===== config.mk =====
export PLATFORM = sky130hd
export DESIGN_NAME = pingpong_frame_writer_flat
export DESIGN_NICKNAME = d
export VERILOG_FILES = /design/src/rtl/pingpong_frame_writer_if.sv /design/src/rtl/pingpong_frame_writer.sv /design/src/flat_wrapper.sv
export SDC_FILE = /design/constraint.sdc
export NUM_CORES = 1
export LEC_CHECK = 0
export CAP_MARGIN = 10
export CORE_MARGIN = 5
export CORE_UTILIZATION = 50
export CTS_BUF_LIST = sky130_fd_sc_hd__clkbuf_4 sky130_fd_sc_hd__clkbuf_8
export DETAILED_ROUTE_END_ITERATION = 12
export HOLD_SLACK_MARGIN = 0.15
export MAX_ROUTING_LAYER = met4
export PLACE_DENSITY = 0.82
export SETUP_SLACK_MARGIN = 0.05
export SLEW_MARGIN = 20
export SYNTH_ARGS = -nofsm -noshare
export SYNTH_HDL_FRONTEND = slang
export SYNTH_SLANG_ARGS = --single-unit

===== constraint.sdc =====
create_clock -name clk -period 4.4 [get_ports clk]
set_clock_uncertainty 0.1 [all_clocks]
set_input_delay 0.44 -clock clk [delete_from_list [all_inputs] [get_ports clk]]
set_output_delay 0.44 -clock clk [all_outputs]
set_load 0.02 [all_outputs]

===== src/rtl/pingpong_frame_writer_if.sv =====
// Bundles the source byte stream, the two RAM-bank write ports and the
// reader-side frame handshake of the ping-pong frame writer.
// The slave modport is the writer's view; the master modport is the view of
// whatever surrounds it (source, RAMs and reader together).
interface pingpong_frame_writer_if #(
  parameter int DATA_W = 8,
  parameter int ADDR_W = 5
);
  // Source stream
  logic              in_valid;
  logic [DATA_W-1:0] in_data;
  logic              in_ready;

  // Bank 1 write port
  logic              ram1_write_en;
  logic [ADDR_W-1:0] ram1_write_address;
  logic [DATA_W-1:0] ram1_write_data;

  // Bank 2 write port
  logic              ram2_write_en;
  logic [ADDR_W-1:0] ram2_write_address;
  logic [DATA_W-1:0] ram2_write_data;

  // Reader handshake and status
  logic              frame_valid;
  logic              front_bank;
  logic              frame_done;
  logic [7:0]        frame_count;

  modport slave (
    input  in_valid, in_data, frame_done,
    output in_ready,
    output ram1_write_en, ram1_write_address, ram1_write_data,
    output ram2_write_en, ram2_write_address, ram2_write_data,
    output frame_valid, front_bank, frame_count
  );

  modport master (
    output in_valid, in_data, frame_done,
    input  in_ready,
    input  ram1_write_en, ram1_write_address, ram1_write_data,
    input  ram2_write_en, ram2_write_address, ram2_write_data,
    input  frame_valid, front_bank, frame_count
  );
endinterface


===== src/rtl/pingpong_frame_writer.sv =====
// Write side of the beat-map double buffer. Packs the incoming byte stream
// into DEPTH-byte frames and writes them alternately into two external RAM
// banks through a one-deep registered write stage. A bank becomes "full"
// once its last byte has been committed and stays full until the reader
// releases it with frame_done; the writer stalls rather than overwrite it.
module pingpong_frame_writer #(
  parameter int DATA_W = 8,
  parameter int ADDR_W = 5,
  parameter int DEPTH  = 32
) (
  input  logic                    clk,
  input  logic                    resetn,
  pingpong_frame_writer_if.slave  bus
);

  localparam logic [ADDR_W-1:0] LAST_ADDR = ADDR_W'(DEPTH - 1);

  // Write pointer: bank currently being filled and next byte address in it
  logic              r_wr_bank;
  logic [ADDR_W-1:0] r_wr_addr;

  // Staged-write bookkeeping shared by both banks
  logic              r_stg_last;
  logic              r_stg_bank;

  // Reader side
  logic              r_front_bank;
  logic [7:0]        r_frame_count;

  // Per-bank signals collected from the generate loop
  logic [1:0]        w_full;
  logic [1:0]        w_bank_we;
  logic [ADDR_W-1:0] w_bank_addr [2];
  logic [DATA_W-1:0] w_bank_data [2];

  logic              w_in_ready;
  logic              w_accept;
  logic              w_last;
  logic              w_commit;
  logic              w_release;

  // Ready comes from registers only, so the source may look at it freely.
  assign w_in_ready = !w_full[r_wr_bank];
  assign w_accept   = bus.in_valid && w_in_ready;
  assign w_last     = (r_wr_addr == LAST_ADDR);
  // The last byte of a frame is committed by the RAM at the edge that ends
  // its strobe; that edge is when the bank counts as holding a frame.
  assign w_commit   = (|w_bank_we) && r_stg_last;
  // Release looks at the pre-edge full flags, so a bank that is only being
  // marked full at this edge can never be released by the same edge.
  assign w_release  = bus.frame_done && w_full[r_front_bank];

  // Advance the write pointer on every accepted byte, switching bank at wrap
  always_ff @(posedge clk or negedge resetn) begin
    if (!resetn) begin
      r_wr_bank <= 1'b0;
      r_wr_addr <= '0;
    end else if (w_accept) begin
      if (w_last) begin
        r_wr_addr <= '0;
        r_wr_bank <= !r_wr_bank;
      end else begin
        r_wr_addr <= r_wr_addr + 1'b1;
      end
    end
  end

  // Remember which bank the staged byte targets and whether it closes a frame
  always_ff @(posedge clk or negedge resetn) begin
    if (!resetn) begin
      r_stg_last <= 1'b0;
      r_stg_bank <= 1'b0;
    end else begin
      r_stg_last <= w_accept && w_last;
      if (w_accept) begin
        r_stg_bank <= r_wr_bank;
      end
    end
  end

  genvar gi;
  generate
    for (gi = 0; gi < 2; gi++) begin : g_bank
      logic              w_sel;
      logic              r_we;
      logic [ADDR_W-1:0] r_addr;
      logic [DATA_W-1:0] r_data;
      logic              r_full;

      assign w_sel = (r_wr_bank == 1'(gi));

      // Write stage: strobe this bank for one cycle after an accepted byte;
      // address and data hold their last value while the bank is idle.
      always_ff @(posedge clk or negedge resetn) begin
        if (!resetn) begin
          r_we   <= 1'b0;
          r_addr <= '0;
          r_data <= '0;
        end else begin
          r_we <= w_accept && w_sel;
          if (w_accept && w_sel) begin
            r_addr <= r_wr_addr;
            r_data <= bus.in_data;
          end
        end
      end

      // Full flag: set when this bank's last byte commits, cleared on release
      always_ff @(posedge clk or negedge resetn) begin
        if (!resetn) begin
          r_full <= 1'b0;
        end else if (w_commit && (r_stg_bank == 1'(gi))) begin
          r_full <= 1'b1;
        end else if (w_release && (r_front_bank == 1'(gi))) begin
          r_full <= 1'b0;
        end
      end

      assign w_full[gi]      = r_full;
      assign w_bank_we[gi]   = r_we;
      assign w_bank_addr[gi] = r_addr;
      assign w_bank_data[gi] = r_data;
    end
  endgenerate

  // Hand the reader the other bank each time it finishes with the front one
  always_ff @(posedge clk or negedge resetn) begin
    if (!resetn) begin
      r_front_bank <= 1'b0;
    end else if (w_release) begin
      r_front_bank <= !r_front_bank;
    end
  end

  // Count completed frames, wrapping naturally at 256
  always_ff @(posedge clk or negedge resetn) begin
    if (!resetn) begin
      r_frame_count <= 8'd0;
    end else if (w_commit) begin
      r_frame_count <= r_frame_count + 8'd1;
    end
  end

  assign bus.in_ready           = w_in_ready;
  assign bus.ram1_write_en      = w_bank_we[0];
  assign bus.ram1_write_address = w_bank_addr[0];
  assign bus.ram1_write_data    = w_bank_data[0];
  assign bus.ram2_write_en      = w_bank_we[1];
  assign bus.ram2_write_address = w_bank_addr[1];
  assign bus.ram2_write_data    = w_bank_data[1];
  assign bus.frame_valid        = w_full[r_front_bank];
  assign bus.front_bank         = r_front_bank;
  assign bus.frame_count        = r_frame_count;

endmodule

===== src/flat_wrapper.sv =====
// flat-port wrapper written by rule: the top's interface ports become plain ports
module pingpong_frame_writer_flat 
#(
  parameter int DATA_W = 8,
  parameter int ADDR_W = 5,
  parameter int DEPTH  = 32
)
  (clk, resetn, bus_in_valid, bus_in_data, bus_frame_done, bus_in_ready, bus_ram1_write_en, bus_ram1_write_address, bus_ram1_write_data, bus_ram2_write_en, bus_ram2_write_address, bus_ram2_write_data, bus_frame_valid, bus_front_bank, bus_frame_count);
  pingpong_frame_writer_if #(.DATA_W(DATA_W), .ADDR_W(ADDR_W)) bus_i ();
  input  logic clk;
  input  logic resetn;
  input wire logic [$bits(bus_i.in_valid)-1:0] bus_in_valid;
  input wire logic [$bits(bus_i.in_data)-1:0] bus_in_data;
  input wire logic [$bits(bus_i.frame_done)-1:0] bus_frame_done;
  output wire logic [$bits(bus_i.in_ready)-1:0] bus_in_ready;
  output wire logic [$bits(bus_i.ram1_write_en)-1:0] bus_ram1_write_en;
  output wire logic [$bits(bus_i.ram1_write_address)-1:0] bus_ram1_write_address;
  output wire logic [$bits(bus_i.ram1_write_data)-1:0] bus_ram1_write_data;
  output wire logic [$bits(bus_i.ram2_write_en)-1:0] bus_ram2_write_en;
  output wire logic [$bits(bus_i.ram2_write_address)-1:0] bus_ram2_write_address;
  output wire logic [$bits(bus_i.ram2_write_data)-1:0] bus_ram2_write_data;
  output wire logic [$bits(bus_i.frame_valid)-1:0] bus_frame_valid;
  output wire logic [$bits(bus_i.front_bank)-1:0] bus_front_bank;
  output wire logic [$bits(bus_i.frame_count)-1:0] bus_frame_count;
  assign bus_i.in_valid = bus_in_valid;
  assign bus_i.in_data = bus_in_data;
  assign bus_i.frame_done = bus_frame_done;
  assign bus_in_ready = bus_i.in_ready;
  assign bus_ram1_write_en = bus_i.ram1_write_en;
  assign bus_ram1_write_address = bus_i.ram1_write_address;
  assign bus_ram1_write_data = bus_i.ram1_write_data;
  assign bus_ram2_write_en = bus_i.ram2_write_en;
  assign bus_ram2_write_address = bus_i.ram2_write_address;
  assign bus_ram2_write_data = bus_i.ram2_write_data;
  assign bus_frame_valid = bus_i.frame_valid;
  assign bus_front_bank = bus_i.front_bank;
  assign bus_frame_count = bus_i.frame_count;
  pingpong_frame_writer #(.DATA_W(DATA_W), .ADDR_W(ADDR_W), .DEPTH(DEPTH)) u_core (.clk(clk), .resetn(resetn), .bus(bus_i));
endmodule

## After elaboration in Yosys (flattened, before gate mapping)

Index checks and enable logic that the tools add are counted.
W data, S select, Z words.

- Muxes and demuxes: 9
- Add/sub/neg operators: 2
- Equality and inequality tests: 1
- Reduce and logical (&&, ||, !) cells: 17
- Order comparisons: 2
- Bitwise operators: 3

Operators with widths:

| kind | number |
|---|---|
| $logic_and A1 B1 Y1 | 10 |
| $add A8 B1 Y8 const B | 1 |
| $mux W1 | 8 |
| $add A5 B1 Y5 const B | 1 |
| $eq A5 B5 Y1 const B | 1 |
| $mux W5 | 1 |
| $lt A1 B2 Y1 const B | 2 |
| $reduce_bool A2 Y1 | 2 |
| $logic_not A1 Y1 | 3 |
| $not A1 Y1 | 3 |
| $reduce_and A2 Y1 | 1 |
| $reduce_or A2 Y1 | 1 |

- Bits in registers: 47
- Word-level logic and storage cells: 48

## Logic depth before layout (Yosys ltp)

Gate-level depths: netlist of the first run.

- Word-level depth: 6
- Depth in mapped cells: 6
- Depth with buffers taken out: 6

## Worst setup path after synthesis of the first run

Ideal clock, no wire load.

- Kind: register to register
- Start point: reg u_core.r_wr_bank (netlist: u_core.g_bank[1].w_sel)
- End point: reg u_core.r_wr_addr[1]
- Stages on the path, launching flop included: 5
- Data required time: 4.175 ns
- Path slack: 2.843 ns
- Arrival time: 1.332 ns
- Setup time: 0.125 ns
- Cells stage by stage: dfrtp_1 > buf_4 > mux2i_4 > and2_4 > mux2_2

- Cells in the longest elaborated chain, start to end: 4

Ends and longest elaborated chain:

| item | RTL line | source |
|---|---|---|
| start, declared | pingpong_frame_writer.sv:19 | `logic r_wr_bank;` |
| start signal, assigned | pingpong_frame_writer.sv:61 | `r_wr_bank <= !r_wr_bank;` |
| $mux W1 (implied by the code) (2 in series) | pingpong_frame_writer.sv:43 | `assign w_in_ready = !w_full[r_wr_bank];` |
| $logic_not A1 Y1 | pingpong_frame_writer.sv:43 |  |
| via bus_in_ready | flat_wrapper.sv:15 | `output wire logic [$bits(bus_i.in_ready)-1:0] bus_in_ready;` |
| $logic_and A1 B1 Y1 | pingpong_frame_writer.sv:44 | `assign w_accept = bus.in_valid && w_in_ready;` |
| end signal, assigned | pingpong_frame_writer.sv:63 | `r_wr_addr <= r_wr_addr + 1'b1;` |
| end, declared | pingpong_frame_writer.sv:20 | `logic [ADDR_W-1:0] r_wr_addr;` |

The timed path passes the listed nets, and every way through them passes these cells. The select of a mux whose other input is x is not followed.
A chain may end at the register's enable or synchronous reset.

## Worst setup path after layout of the first run

- Start point: reg u_core.r_wr_bank (netlist: u_core.g_bank[1].w_sel)
- End point: out bus_in_ready

- Cells in the longest elaborated chain, start to end: 3

Ends and longest elaborated chain:

| item | RTL line |
|---|---|
| $mux W1 (implied by the code) (2 in series) | pingpong_frame_writer.sv:43 |
| $logic_not A1 Y1 | pingpong_frame_writer.sv:43 |
| end, declared | flat_wrapper.sv:15 |

No other way between the ends. The select of a mux whose other input is x is not followed.

==> flow_summary.json, run 1 <==
{
  "outcome": "finished, final reports clean",
  "leakage_nw": 1.11,
  "synth.top_cells.by_count": "dfrtp_1 (47), mux2_2 (28), nand2_1 (8)",
  "nNetsFinal": 205,
  "cts_setup_buffers": 0,
  "drc": 0,
  "yosysMostFrequentCell": "dfrtp_1",
  "clkSlewWorstSetupHoldPaths_ns": 0.08,
  "grt_max_degree": 48,
  "cp_data_required_time_ns": 3.86,
  "hold_buffers": 0,
  "first_iter_violations": 27,
  "crit_fanout": 6,
  "dr_wl_met2_mm": 1.70,
  "crit_path_max_incr_delay_ns": 0.65,
  "post_cts_resized": 0,
  "wirelength_mm": 3.52,
  "wl_per_cell_um": 14.7,
  "synth.top_cell.area_share_pct": 61.4,
  "first_global_vias": 1315,
  "clock_latency_ns": 0.29,
  "avgSynthCellArea_um2": 14.2,
  "first_pass_iters": 4,
  "cts_buffer_depth": 2,
  "die_area_mm2": 0.00517,
  "start_kind": "flip-flop",
  "cts_tree": "built",
  "clock-sinks": 47,
  "fmax_mhz": 421,
  "synth_edf_count": 0,
  "ant_nets": 0,
  "synth_area_mm2": 0.00191,
  "synthCells": 135,
  "routed.top_layer": "met4",
  "worstMarginPinSlew_ns": 0.727,
  "ys_ff_latch": 47,
  "vdd_ir_drop_max_mv": 0.370,
  "ios": 51,
  "dp_hpwl_mm": 2.58,
  "start_util_pct": 51.9,
  "n_fill_cell": 287,
  "yosysWarnings": 0,
  "fin_setup_tns_ns": 0,
  "crit_type": "reg2out",
  "synth_top_cell_by_area": "dfrtp_1",
  "rsz0062_at_grt": "no",
  "async_reset_ff_share_pct": 100,
  "slew_viol_final": 0,
  "area_delta_synth_final_pct": 32.7,
  "wl_met1_mm": 1.45,
  "drive_above_1_share_pct": 22.0,
  "viasPerCell": 5.13,
  "worst_ep_arrival_time_ns": 1.84,
  "relSlewSlack_pct": 51.5,
  "core_mm2": 0.00369,
  "endpoint_kind": "output pin",
  "min-delay-path-class": "reg2reg",
  "syn_nets": 150,
  "antenna_found_initial": 0,
  "grt_overflow": 0,
  "p_per_area_mw_per_mm2": 667,
  "period_needed_ns": 2.38,
  "fp-row-count": 22,
  "wl_met3_um": 327,
  "antenna_cells": 0,
  "finalHoldViolCount": 0,
  "htreeDepth": 2,
  "synth-main-ff-cell": "dfrtp_1",
  "yosysSeqAreaShare_pct": 61.4,
  "grt_pass1_wl_mm": 6.13,
  "die_w_um": 71.9,
  "p_total_mw": 1.70,
  "path_cells": "mux2i_4 -> clkdlybuf4s50_1",
  "numPortBuffers": 50,
  "cts_buffers": 5,
  "cts_root_buf": "clkbuf_8",
  "timing.final.crit_share_pct": 54.0,
  "gr-usage-all-layers_pct": 16.0,
  "die_h_um": 71.9,
  "synth.distinct_cells": 29,
  "synthTopCellsByArea": "dfrtp_1 (61%), mux2_2 (16%), ha_1 (2.0%)",
  "num_vias": 1227,
  "drv_cap": 0,
  "final-setup-viol-count": 0,
  "critPathSlowestCell": "clkdlybuf4s50_1",
  "place.gp.congestion": 0.777
}
## cells by family (layout without fill, tap and decap cells)
logic type | after synthesis | in the layout | share of synthesized area (%)
buffers and inverters | 8 | 64 | 2.55
XOR/XNOR | 8 | 8 | 3.66
multiplexers | 29 | 29 | 17.6
adder cells (fa/ha/maj) | 3 | 3 | 1.96
flip-flops | 47 | 47 | 61.4
AND/OR/NAND/NOR | 26 | 26 | 8.10
AO/OA/AOI/OAI | 14 | 14 | 4.64
## critical path: cells and delay by family (launching register included)
kind	cells	cell delay (ns)
muxes	1	0.36
DFF	1	0.53
buffers and inverters	1	0.65
## cell type report
type                       count  area, um2  share of cell area (%)
inverter                       5       18.8                   0.739
timing repair buffer          51        508                    20.0
clock buffer                   7       83.8                    3.30
tap                           48       60.1                    2.36
multi-input combinational     80        689                    27.1
clock inverter                 1       5.00                   0.197
sequential                    47       1180                    46.3
## final timing paths
path / from / endpoint / slack (ns) / cells after the start
max: u_core.g_bank[1].w_sel / bus_in_ready / 2.02 / 2
min: u_core.bus.frame_count[7] / u_core.bus.frame_count[7] / 0.37 / 1
max reg2reg: u_core.g_bank[0].r_full / u_core.bus.ram1_write_data[7] / 2.61 / 2
min reg2reg: u_core.bus.frame_count[7] / u_core.bus.frame_count[7] / 0.37 / 1
max in group asynchronous: resetn / u_core.bus.ram1_write_data[3] / 3.23 / 2
min in group asynchronous: resetn / u_core.bus.ram2_write_data[0] / 0.58 / 2
## through the flow
stage,hold slack [ns],instance area [um2],utilization (%),cells,setup slack (ns)
after detailed placement,0.359,2440,66.1,230,2.00
after floorplan,0.0444,1910,-,135,2.84
after global routing,0.399,2540,68.9,239,1.95
after CTS,0.242,2530,68.6,238,2.01
after global placement,0.347,2440,66.1,230,2.08
final,0.367,2540,68.9,239,2.02
## sequential cells by signal (all words and copies together), names as in the netlist, 2 cells and up
register and flops:
u_core.bus.frame_count 8, u_core.bus.ram1_write_address 5, u_core.bus.ram1_write_data 8, u_core.bus.ram2_write_address 5, u_core.bus.ram2_write_data 8, u_core.g_bank.r_full 2, u_core.r_wr_addr 5
## layer usage
layer,global-route usage (%),vias to the layer above
met4,4.80,0
met5,-,-
met2,25.2,42
met1,18.1,595
met3,7.57,5
li1,-,585
## report_power, final
part | internal, mW | leakage [nW] | switching, mW | total, mW
Sequential | 0.595 | 0.579 | 0.119 | 0.714
Clock | 0.124 | 0.0491 | 0.128 | 0.252
Combinational | 0.395 | 0.485 | 0.335 | 0.730
Total | 1.11 | 1.11 | 0.582 | 1.70
## cell usage in the layout, fill, tap and decap left out
cell / instances
mux2i_4: 1
nor2b_1: 2
inv_1: 5
nand2_1: 8
a21boi_0: 1
o211ai_1: 1
and2_4: 1
o21a_1: 1
dlygate4sd3_1: 1
dfrtp_1: 47
clkbuf_8: 5
clkbuf_4: 2
ha_1: 3
nand3_1: 2
xor2_1: 4
clkdlybuf4s50_1: 49
nor2_1: 1
nand4_1: 4
clkinv_2: 1
and3_1: 2
o21ai_1: 1
buf_4: 1
nor3_1: 3
o21ai_0: 6
a32o_1: 1
xnor2_1: 4
mux2_2: 28
nor3b_4: 1
a31oi_1: 1
nand3b_2: 1
a221o_1: 1
and3_2: 1
a21oi_1: 1
Power figures use the tool's default switching activity.
==> run 2, diff against run 1 <==
==> constraint.sdc (replaced) <==
create_clock -name clk -period 2.23 [get_ports clk]
set_clock_uncertainty 0.1 [all_clocks]
set_input_delay 0.223 -clock clk [delete_from_list [all_inputs] [get_ports clk]]
set_output_delay 0.223 -clock clk [all_outputs]
set_load 0.02 [all_outputs]
==> run 2 against run 1 <==
  * Clock power up 98%
  * First-iteration DRC count up 100%
  * Core utilization up 0.58 points
==> flow_summary.json, run 2 (same netlist as run 1, synthesis figures left out) <==
{
  "ff_latch_area_mm2": 0.00118,
  "drive_above_1_share_pct": 23.7,
  "clock_latency_ns": 0.30,
  "antenna_cells": 0,
  "ios": 51,
  "die_w_um": 71.9,
  "fin_setup_tns_ns": 0,
  "fmax_mhz": 489,
  "cts_root_buf": "clkbuf_8",
  "cp_data_required_time_ns": 1.91,
  "first_iter_violations": 54,
  "grt_max_degree": 25,
  "endpoint_kind": "output pin",
  "first_pass_iters": 4,
  "worst_ep_arrival_time_ns": 1.72,
  "slew_viol_final": 0,
  "power.internal_mw": 2.19,
  "start_kind": "flip-flop",
  "numPortBuffers": 50,
  "p_per_area_mw_per_mm2": 1320,
  "worst_slack_ns": 0.185,
  "dp_hpwl_mm": 2.82,
  "pwr-share-clk_pct": 14.7,
  "die_h_um": 71.9,
  "final-setup-viol-count": 0,
  "nNetsFinal": 208,
  "outcome": "finished, final reports clean",
  "relSlewSlack_pct": 65.0,
  "htreeDepth": 2,
  "cts_tree": "built",
  "first_global_vias": 1366,
  "post-place-ws_ns": 0.365,
  "p_total_mw": 3.38,
  "cts_buffers": 5,
  "clkSlewWorstSetupHoldPaths_ns": 0.09,
  "start_util_pct": 51.9,
  "timing.final.crit_share_pct": 91.7,
  "core_mm2": 0.00369,
  "p_seq_share_pct": 41.8,
  "drc": 0,
  "multiInputGateArea_um2": 689,
  "layout_common_cells": "clkdlybuf4s50_1 (49), dfrtp_1 (46), mux2_2 (28)",
  "die_area_mm2": 0.00517,
  "viasPerCell": 5.28,
  "wirelength_mm": 3.71,
  "grt_pass1_wl_mm": 6.36,
  "finalHoldViolCount": 0,
  "cts_setup_buffers": 0,
  "n_fill_cell": 280,
  "clock-sinks": 47,
  "ant_nets": 0,
  "vdd_ir_drop_max_mv": 0.816,
  "final_common_cell": "clkdlybuf4s50_1",
  "drv_cap": 0,
  "antenna_found_initial": 0,
  "crit_fanout": 6,
  "place.gp.congestion": 0.807,
  "power_frac_comb_pct": 43.5,
  "grt_overflow": 0,
  "netSwitchingFraction_pct": 35.3,
  "leakage_nw": 1.12,
  "num_vias": 1277,
  "p_switching_mw": 1.19,
  "gr-usage-all-layers_pct": 16.4,
  "period_needed_ns": 2.04,
  "wl_per_cell_um": 15.3,
  "rsz0062_at_grt": "no",
  "crit_type": "reg2out",
  "timing.hold.ws_ns": 0.325,
  "area_delta_synth_final_pct": 33.9,
  "worstMarginPinSlew_ns": 0.526,
  "min-delay-path-class": "in2async",
  "fp-row-count": 22,
  "cts_buffer_depth": 2
}
-- run 2: changes by cell type in the layout (fill, tap and decap cells not counted), sizes merged --
cell and change:
clkinvlp +2, buf +3, clkbuf -2
-- run 2: layout make-up --
type,count,area share (%)
clock buffers,5,2.69
clock inverters,3,0.781
inverters,5,0.732
multi-input cells,80,26.9
flip-flops and latches,47,45.9
well taps,48,2.34
repair buffers,54,20.6
-- run 2: metal layers --
| metal | routed length, um | vias up | share of wire (%) | track usage [%] |
|---|---|---|---|---|
| li1 | - | 597 | - | - |
| met4 | 33 | 0 | 0.89 | 3.97 |
| met1 | 1610 | 637 | 43 | 20.0 |
| met5 | 0 | - | 0 | - |
| met3 | 261 | 5 | 7.0 | 6.03 |
| met2 | 1810 | 38 | 49 | 26.1 |
-- run 2: worst max-delay path: stages (launching register included) --
cell	delay, ns
dfrtp_2	0.46
mux2i_4	0.31
clkdlybuf4s50_1	0.65
-- run 2: final timing paths --
| kind | cells past startpoint | slack (ns) | end | start |
|---|---|---|---|---|
| min in group clk | 1 | 0.37 | u_core.g_bank[0].r_full | u_core.r_stg_bank |
| min | 2 | 0.32 | u_core.bus.frame_count[7] | resetn |
| max in group asynchronous | 3 | 0.99 | u_core.g_bank[1].w_sel | resetn |
| max reg2reg | 5 | 0.58 | u_core.r_wr_addr[3] | u_core.r_wr_addr[1] |
| min reg2reg | 1 | 0.37 | u_core.g_bank[0].r_full | u_core.r_stg_bank |
| max | 2 | 0.19 | bus_in_ready | u_core.g_bank[1].w_sel |
-- run 2: per-stage QoR --
| stage | utilization, % | std cells | instance area (um2) |
|---|---|---|---|
| global placement | 66.8 | 233 | 2460 |
| finish | 69.5 | 242 | 2560 |
| floorplan | - | 135 | 1910 |
| CTS | 69.4 | 242 | 2560 |
| global route | 69.5 | 242 | 2560 |
| detailed placement | 66.8 | 233 | 2460 |
-- run 2: timing repair --
item | 4_1_cts | 5_1_grt
hold buffers | 1 | 0
hold endpoints to repair | 23 | 0
setup endpoints to repair | 0 | 1
gates resized for setup | 0 | 1
-- run 2: power groups by stage --
stage	registers (mW)	logic [mW]	clock network, mW
floorplan	1.69	0.527	0
global placement	1.41	1.45	0
detailed placement	1.43	1.49	0
CTS	1.42	1.49	0.516
global route	1.46	1.57	0.547
finish	1.42	1.47	0.498
